$ cat config.mk
export PLATFORM = sky130hd
export DESIGN_NAME = verilog_divider_sequential
export DESIGN_NICKNAME = d
export VERILOG_FILES = /design/src/rtl/verilog_divider_pkg.sv /design/src/rtl/verilog_divider_sequential_step.sv /design/src/rtl/verilog_divider_sequential.sv
export SDC_FILE = /design/constraint.sdc
export NUM_CORES = 1
export LEC_CHECK = 0
export CORE_MARGIN = 5
export CORE_UTILIZATION = 52
export DETAILED_ROUTE_END_ITERATION = 16
export PLACE_DENSITY = 0.77
export SKIP_CTS_REPAIR_TIMING = 1
export SLEW_MARGIN = 20
export SYNTH_ARGS = -nofsm -noshare
export SYNTH_HDL_FRONTEND = slang
export SYNTH_SLANG_ARGS = --single-unit
$ cat constraint.sdc
create_clock -name slow_clk -period 5.45 [get_ports slow_clk]
set_input_delay 1.09 -clock slow_clk [delete_from_list [all_inputs] [get_ports slow_clk]]
set_output_delay 1.09 -clock slow_clk [all_outputs]
set_load 0.05 [all_outputs]
$ cat src/rtl/verilog_divider_pkg.sv
// Shared types and constants for the sequential restoring divider.
package verilog_divider_pkg;

  typedef enum logic [1:0] {
    IDLE,
    CALC,
    DONE
  } div_state_t;

  localparam int DIV_WIDTH = 32;

  function automatic int cnt_width(input int w);
    return (w > 1) ? $clog2(w) : 1;
  endfunction

  localparam int CNT_W = cnt_width(DIV_WIDTH);

  // Quotient reported for a zero divisor: all ones, i.e. -1.
  localparam logic signed [DIV_WIDTH-1:0] DIV0_QUOTIENT = '1;

endpackage

$ cat src/rtl/verilog_divider_sequential_step.sv
// One combinational restoring-division iteration on unsigned magnitudes.
module div_restoring_step #(
  parameter int WIDTH = 32
) (
  input  logic [WIDTH:0]   rem,
  input  logic             dividend_msb,
  input  logic [WIDTH-1:0] divisor_mag,
  output logic [WIDTH:0]   rem_next,
  output logic             q_bit
);

  logic [WIDTH+1:0] shifted;
  logic [WIDTH+1:0] trial;

  // One extra bit of headroom keeps the trial sign unambiguous.
  assign shifted  = {rem, dividend_msb};
  assign trial    = shifted - {2'b00, divisor_mag};
  assign q_bit    = ~trial[WIDTH+1];
  assign rem_next = trial[WIDTH+1] ? shifted[WIDTH:0] : trial[WIDTH:0];

endmodule

$ cat src/rtl/verilog_divider_sequential.sv
// Iterative signed divider: one quotient bit per slow_clk, results held until the next op.
module verilog_divider_sequential
  import verilog_divider_pkg::*;
#(
  parameter int WIDTH = DIV_WIDTH
) (
  input  logic             slow_clk,
  input  logic             rst,
  input  logic             start,
  input  logic [WIDTH-1:0] dividend,
  input  logic [WIDTH-1:0] divisor,
  output logic             busy,
  output logic             done,
  output logic [WIDTH-1:0] quotient,
  output logic [WIDTH-1:0] remainder,
  output logic             div_by_zero
);

  localparam int CW = (WIDTH == DIV_WIDTH) ? CNT_W : cnt_width(WIDTH);

  div_state_t       state_reg, state_next;
  logic [WIDTH-1:0] dvd_mag_reg;
  logic [WIDTH-1:0] dvs_mag_reg;
  logic [WIDTH:0]   rem_reg;
  logic [CW-1:0]    cnt_reg;
  logic             q_neg_reg;
  logic             r_neg_reg;
  logic             div0_reg;

  logic             accept;
  logic             divisor_zero;
  logic [WIDTH-1:0] dvd_abs, dvs_abs;
  logic [WIDTH:0]   rem_step;
  logic             q_bit;
  logic [WIDTH-1:0] q_fix, r_mag, r_fix;

  assign busy         = (state_reg == CALC);
  assign accept       = start && ((state_reg == IDLE) || (state_reg == DONE));
  assign divisor_zero = (divisor == '0);

  // Unsigned negation maps MIN onto 2^(WIDTH-1) without overflow.
  assign dvd_abs = dividend[WIDTH-1] ? -dividend : dividend;
  assign dvs_abs = divisor[WIDTH-1]  ? -divisor  : divisor;

  div_restoring_step #(.WIDTH(WIDTH)) u_step (
    .rem          (rem_reg),
    .dividend_msb (dvd_mag_reg[WIDTH-1]),
    .divisor_mag  (dvs_mag_reg),
    .rem_next     (rem_step),
    .q_bit        (q_bit)
  );

  // On divide-by-zero the dividend magnitude is untouched, so it doubles as the remainder.
  assign q_fix = div0_reg ? WIDTH'(DIV0_QUOTIENT)
                          : (q_neg_reg ? -dvd_mag_reg : dvd_mag_reg);
  assign r_mag = div0_reg ? dvd_mag_reg : rem_reg[WIDTH-1:0];
  assign r_fix = r_neg_reg ? -r_mag : r_mag;

  always_ff @(posedge slow_clk or posedge rst) begin
    if (rst) state_reg <= IDLE;
    else     state_reg <= state_next;
  end

  always_comb begin
    state_next = state_reg;
    case (state_reg)
      IDLE: if (start) state_next = divisor_zero ? DONE : CALC;
      CALC: if (cnt_reg == '0) state_next = DONE;
      DONE: begin
        if (start) state_next = divisor_zero ? DONE : CALC;
        else       state_next = IDLE;
      end
      default: state_next = IDLE;
    endcase
  end

  always_ff @(posedge slow_clk or posedge rst) begin
    if (rst) begin
      dvd_mag_reg <= '0;
      dvs_mag_reg <= '0;
      rem_reg     <= '0;
      cnt_reg     <= '0;
      q_neg_reg   <= 1'b0;
      r_neg_reg   <= 1'b0;
      div0_reg    <= 1'b0;
      done        <= 1'b0;
      quotient    <= '0;
      remainder   <= '0;
      div_by_zero <= 1'b0;
    end else begin
      done <= 1'b0;
      if (state_reg == DONE) begin
        quotient    <= q_fix;
        remainder   <= r_fix;
        div_by_zero <= div0_reg;
        done        <= 1'b1;
      end
      if (accept) begin
        dvd_mag_reg <= dvd_abs;
        dvs_mag_reg <= dvs_abs;
        q_neg_reg   <= dividend[WIDTH-1] ^ divisor[WIDTH-1];
        r_neg_reg   <= dividend[WIDTH-1];
        div0_reg    <= divisor_zero;
        rem_reg     <= '0;
        cnt_reg     <= CW'(WIDTH - 1);
      end else if (state_reg == CALC) begin
        // Quotient bits shift in behind the consumed dividend bits.
        rem_reg     <= rem_step;
        dvd_mag_reg <= {dvd_mag_reg[WIDTH-2:0], q_bit};
        cnt_reg     <= cnt_reg - 1'b1;
      end
    end
  end

endmodule

==> reports/qor.txt, run 1 <==
Max-slew headroom -> 22.40%
Die H -> 159.0 µm
Arr. time, crit path -> 4.47 ns
Reg2reg setup slack -> 1.65 ns
Critical path fanouts, max -> 4
GRT Overall Usage -> 24.06%
Number of synthesized register bits -> 173
Largest net degree at the start of global routing -> 69
Min-delay src -> dvs_mag_reg[20]$_DFFE_PP0P_
# setup viols final -> 0
CTS clk-pin slew, worst paths -> 0.06 ns
Reg2reg path depth -> 11
Root buffer cell -> clkbuf_16
Synth warnings -> 0
P_sw -> 4.913 mW
Sequential-to-total area share from yosys stat -> 37.49%
Bufs on Longest Clock Path -> 2
Residual DRC -> 0
Synthesized area -> 11550 µm²
Full die area -> 25290 µm²
Number of placement rows -> 54
Hold Path Sink -> dvs_mag_reg[20]$_DFFE_PP0P_
Net Count, Synth -> 1468
Slowest stage cell, crit path -> or4_4
Final nets -> 1551
Required time worst endpoint -> 5.82 ns
Final GP Congestion -> 0.9217
Crit. End Element -> flip-flop
Largest register FFs -> 33
Syn Area/Cell -> 8.478 µm²
Clock sink count -> 173
Iter 0 DRT Violations -> 1098
CP most frequent cell -> or4_4
Post-synthesis async set-or-reset flop share -> 100.0%
Ordered list of cells on the worst path -> clkdlybuf4s50_1, or4_4, or3_1, or2_1, or3_4, or4_4, nand2b_4, or4_4, nor2_2, a21o_1
First drt pass iteration count -> 8
Die X -> 159.0 µm
Later-pin clock latency in the skew report -> 0.43 ns
Most frequent cells in the layout -> 177 x o21ai_0, 172 x dfrtp_1, 165 x nand2_1
I/O Pins -> 134
Slowest cell delay on critical path -> 0.56 ns
Number of synthesized flops with an enable pin -> 0
Vias post-DR -> 10360
H-tree depth -> 4
Initial antenna violation count -> 0
Fmax -> 243.7 MHz
Post-DR vias/cell -> 5.965
Clk pwr share -> 12.6%
Final wirelength -> 31.17 mm
Number of diodes -> 0
Worst-margin pin slew -> 1.160 ns
Max-slew violations -> 0
Worst path bufs/invs -> 1
Skew final -> 0.01248 ns
Port Buffers -> 133
Pwr/cell area -> 728.7 nW/µm²
Setup CP Type -> in -> reg
Final hold viol count -> 0
RR Startpoint -> rem_reg[9]$_DFFE_PP0P_
Setup TNS Final -> 0 ns
Sw Ratio -> 49.35%
Final period util -> 75.29%
Number of CTS-inserted buffers -> 17
Hold Crit Class -> reg -> reg
Drt wl/cell -> 17.94 µm
Peak supply drop -> 328.7 µV
Grt ovf -> 0
Crit start category -> input port
R2R Path End -> rem_reg[27]$_DFFE_PP0P_
Starting density of the core -> 52.91%
First-pass GRT wire length -> 50.91 mm
DP HPWL -> 23.53 mm
Origin of the worst setup path -> divisor[8]
Synth-to-Final Area Change -> 18.31%
Core utilization of the finished layout -> 62.60%
Top Family by Delay on Critical Path -> simple AND/OR/NAND/NOR gates
Vias in the first global route -> 9688
Total of max-cap violations -> 0
Outcome -> completed
Leading cell type in the layout, fill and taps excluded -> o21ai_0
CTS tree -> yes
P_int -> 5.042 mW
Syn Inst Count -> 1362
Ys flop type -> dfrtp_1
Hold depth -> 2
Unrepaired setup endpoints after global routing -> false
Reg power frac -> 27.5%
CORE AREA -> 21820 µm²
Share of total power in combinational logic -> 59.9%
Share of cells above drive strength 1 -> 5.559%
Detail Route Antenna Nets -> 0
LEAKAGE -> 5.720 nW
Min Tclk post-route -> 4.103 ns
Cell variety after synth -> 66
[worst max-delay path by stage]
stage,to,slack (ns),depth (start not counted)
2_1_floorplan,remainder[26]$_DFFE_PP0P_,1.49,15
3_3_place_gp,dvs_mag_reg[29]$_DFFE_PP0P_,0.92,10
3_5_place_dp,dvs_mag_reg[29]$_DFFE_PP0P_,0.89,10
4_1_cts,div0_reg$_DFFE_PP0P_,1.34,10
5_1_grt,dvs_mag_reg[29]$_DFFE_PP0P_,1.21,10
6_report,div0_reg$_DFFE_PP0P_,1.35,10
[synth_stat cells (3+ instances only)]
library cell	number	area share, %
nand3_1	19	0.82
nand2b_1	13	0.70
inv_1	54	1.8
and3_1	6	0.33
a22oi_1	30	2.0
nor4_1	7	0.38
o31ai_1	29	1.9
or2_2	12	0.65
buf_1	9	0.29
o41ai_1	11	0.83
a32oi_1	5	0.38
o21ai_0	177	7.7
mux2_2	6	0.59
nand2_1	165	5.4
nor3b_1	5	0.33
a31oi_1	9	0.49
a21oi_1	91	3.9
o211ai_1	12	0.78
dfrtp_1	173	37
a211o_1	5	0.38
a31o_2	3	0.23
o2111ai_1	3	0.23
clkbuf_1	72	2.3
ha_1	38	4.1
o21a_1	7	0.46
or4_1	12	0.78
or4_4	3	0.29
nand4_1	4	0.22
a21o_1	15	0.98
mux2i_1	46	4.0
nor2_1	85	2.8
o21bai_1	3	0.20
or3_1	18	0.98
o22a_1	3	0.23
xor2_1	97	7.4
nor3_1	21	0.91
o22ai_1	4	0.22
nor2b_1	6	0.33
xnor2_1	52	3.9
[layout make-up]
type / count / area [µm²]
clock buffer: 18 / 439.2
clock inverter: 13 / 165.2
fill: 1903 / 8162
inverter: 56 / 214.0
multi-input combinational: 1050 / 6706
sequential: 173 / 4330
tap: 280 / 350.3
timing repair buffer: 147 / 1456
[routing by layer]
metal	global-route usage, %	share of wire [%]	up-vias
met2	36.91	45	386
met3	4.038	6.5	76
li1	-	-	5012
met1	33.83	45	4887
met4	10.16	3.8	0
met5	0	0	-
[stage by stage]
stage               power (mW)  std cells  worst slack [ns]  cell area, µm²  hold slack (ns)
CTS                      9.910       1736             1.341           13650           0.4843
floorplan                6.941       1362             1.489           11550           0.4498
detailed placement       8.612       1705            0.8884           13040           0.4706
finish                   9.955       1737             1.347           13660           0.4766
global placement         8.477       1705            0.9235           13040           0.4575
global route             10.72       1737             1.206           13660           0.5002
[power by group through the flow]
stage	Sequential (mW)	Clock, mW	Combinational (mW)
after floorplan	3.18	0	3.77
after global placement	2.69	0	5.78
after detailed placement	2.73	0	5.88
after CTS	2.71	1.27	5.93
after global routing	2.81	1.33	6.58
final	2.74	1.26	5.96
[cell families after synthesis]
group                      count (synthesis)  synth area share (%)
AOI/OAI and AO/OA                        427                 22.42
and+or+nand+nor                          383                 15.39
DFF                                      173                 37.49
xor gates and xnor gates                 149                 11.30
buffers and inverters                    139                 4.540
muxes                                     52                 4.572
adders and majority gates                 39                 4.291
[tightest hold or removal path: cells and delay by family, from the launching register on]
family          cells  cell delay [ns]
simple gates        1             0.05
compound gates      1             0.06
flops               1             0.34
No activity file was read; power rests on OpenSTA's default activity.
==> run 2, diff against run 1 <==
clock period = 3.64 ns   (was 5.45 ns; I/O delays follow)
==> reports/qor.txt, run 2 (same netlist as run 1, synthesis figures left out) <==
CP most frequent cell -> or4_4 (unchanged)
Min Tclk post-route -> 3.611 ns
Ordered list of cells on the worst path -> clkdlybuf4s50_1, or4_4, or3_4, or2_1, or3_4, or4_4, nand2b_4, or4_4, o2bb2ai_2 (was clkdlybuf4s50_1, or4_4, or3_1, or2_1, or3_4, or4_4, nand2b_4, or4_4, nor2_2, a21o_1)
Vias in the first global route -> 10130 (was 9688)
Final GP Congestion -> 0.9362 (was 0.9217)
Hold depth -> 2 (unchanged)
CORE AREA -> 21820 µm² (unchanged)
Bufs on Longest Clock Path -> 2 (unchanged)
Post-DR vias/cell -> 5.877 (was 5.965)
Critical path fanouts, max -> 3 (was 4)
Drt wl/cell -> 17.67 µm (was 17.94 µm)
Outcome -> completed (unchanged)
Peak supply drop -> 471.0 µV (was 328.7 µV)
Setup TNS Final -> 0 ns (unchanged)
H-tree depth -> 4 (unchanged)
Starting density of the core -> 52.91% (unchanged)
Fmax -> 276.9 MHz
Max-slew violations -> 0 (unchanged)
CTS tree -> yes (unchanged)
Later-pin clock latency in the skew report -> 0.43 ns (about the same)
DP Cell Count -> 1760 (was 1705)
Number of diodes -> 0 (unchanged)
First-pass GRT wire length -> 52.18 mm (was 50.91 mm)
Arr. time, crit path -> 3.92 ns (was 4.47 ns)
Pwr/cell area -> 1065 nW/µm² (was 728.7 nW/µm²)
Max-slew headroom -> 35.79% (was 22.40%)
Grt ovf -> 0 (unchanged)
Number of CTS-inserted buffers -> 17 (unchanged)
Number of placement rows -> 54 (unchanged)
Initial antenna violation count -> 0 (unchanged)
Iter 0 DRT Violations -> 1013 (was 1098)
Worst-margin pin slew -> 0.9572 ns (was 1.160 ns)
Total of max-cap violations -> 0 (unchanged)
Required time worst endpoint -> 3.95 ns (was 5.82 ns)
Core utilization of the finished layout -> 64.76% (was 62.60%)
Port Buffers -> 133 (unchanged)
# setup viols final -> 0 (unchanged)
Crit. End Element -> flip-flop (unchanged)
Final hold viol count -> 0 (unchanged)
Die X -> 159.0 µm (unchanged)
I/O Pins -> 134 (unchanged)
Top Family by Delay on Critical Path -> simple AND/OR/NAND/NOR gates (unchanged)
Die H -> 159.0 µm (unchanged)
Non-filler instance count after layout -> 1794 (was 1737)
Skew final -> 0.009867 ns (was 0.01248 ns)
Clock sink count -> 173 (unchanged)
Detail Route Antenna Nets -> 0 (unchanged)
Largest register FFs -> 33 (unchanged)
Hold Crit Class -> reg -> reg (unchanged)
Vias post-DR -> 10540 (was 10360)
LEAKAGE -> 6.011 nW (was 5.720 nW)
Root buffer cell -> clkbuf_16 (unchanged)
Residual DRC -> 0 (unchanged)
Final nets -> 1607 (was 1551)
Crit path depth -> 9 (was 10)
Largest net degree at the start of global routing -> 68 (was 69)
Slowest cell delay on critical path -> 0.52 ns (was 0.56 ns)
Slowest stage cell, crit path -> or4_4 (unchanged)
Final period util -> 99.20%
Reg2reg path depth -> 10 (was 11)
Crit start category -> input port (unchanged)
Setup CP Type -> in -> reg (unchanged)
CTS clk-pin slew, worst paths -> 0.07 ns (was 0.06 ns)
Synth-to-Final Area Change -> 22.40% (was 18.31%)
GRT Overall Usage -> 24.66% (was 24.06%)
First drt pass iteration count -> 6 (was 8)
Worst path bufs/invs -> 1 (unchanged)
DP HPWL -> 23.93 mm (was 23.53 mm)
Most frequent cells in the layout -> 176 x o21ai_0, 172 x dfrtp_1, 165 x nand2_1 (was 177 x o21ai_0, 172 x dfrtp_1, 165 x nand2_1)
Share of cells above drive strength 1 -> 9.313% (was 5.559%)
Final wirelength -> 31.69 mm (was 31.17 mm)
Leading cell type in the layout, fill and taps excluded -> o21ai_0 (unchanged)
Full die area -> 25290 µm² (unchanged)
run 2: cell count changes in the layout (fill, tap and decap cells not counted), sizes merged:
cell          change
buf              +55
bufinv            -1
clkinv            +3
clkinvlp          -1
dlymetal6s2s      +1
run 2: per-layer routing:
layer  up-vias  routed length (µm)  GRT usage, %  part of all wire, %
li1       5115                   -             -                    -
met1      4955               13800         33.40                   44
met2       402               14580         39.10                   46
met3        71                2209         4.685                  7.0
met4         0                1101         10.00                  3.5
met5         -                   0             0                    0
run 2: worst paths after layout:
path,slack (ns),start,endpoint
setup reg to reg,0.32,rem_reg[9]$_DFFE_PP0P_,rem_reg[31]$_DFFE_PP0P_
hold / removal,0.48,remainder[4]$_DFFE_PP0P_,remainder[4]$_DFFE_PP0P_
hold reg to reg,0.48,remainder[4]$_DFFE_PP0P_,remainder[4]$_DFFE_PP0P_
setup / recovery,0.03,divisor[9],state_reg[0]$_DFFE_PP0P_
min in group asynchronous,0.67,rst,remainder[9]$_DFFE_PP0P_
max in group asynchronous,1.97,rst,quotient[12]$_DFFE_PP0P_
run 2: layout make-up:
class	count	area (µm²)
Clock buffer	18	429.2
Clock inverter	14	160.2
Fill cell	1833	7690
Inverter	56	214.0
Multi-Input combinational cell	1050	6753
Sequential cell	173	4330
Tap cell	280	350.3
Timing Repair Buffer	203	1897
run 2: power by group:
part	switching, mW	internal, mW
sequential	1.11	2.87
combinational	5.49	3.75
clock	0.815	1.02
run 2: metrics by stage:
step | cell area [µm²] | worst slack (ns) | power (mW) | hold slack, ns
after CTS | 14070 | -0.04180 | 14.97 | 0.4850
after floorplan | 11550 | 0.06475 | 10.39 | 0.4498
after global routing | 14130 | -0.001951 | 16.23 | 0.5026
after global placement | 13480 | -0.4441 | 12.87 | 0.4516
after detailed placement | 13480 | -0.4967 | 13.08 | 0.4699
final | 14130 | 0.02907 | 15.06 | 0.4783
run 2: worst register-to-register path, stage by stage (launching register included):
cell,delay (ns)
dfrtp_1,0.48
ha_1,0.43
a21oi_1,0.24
inv_1,0.09
o41ai_1,0.48
a31oi_1,0.29
o21a_1,0.30
a21oi_1,0.31
mux2i_1,0.22
a31oi_1,0.10
a211o_1,0.27
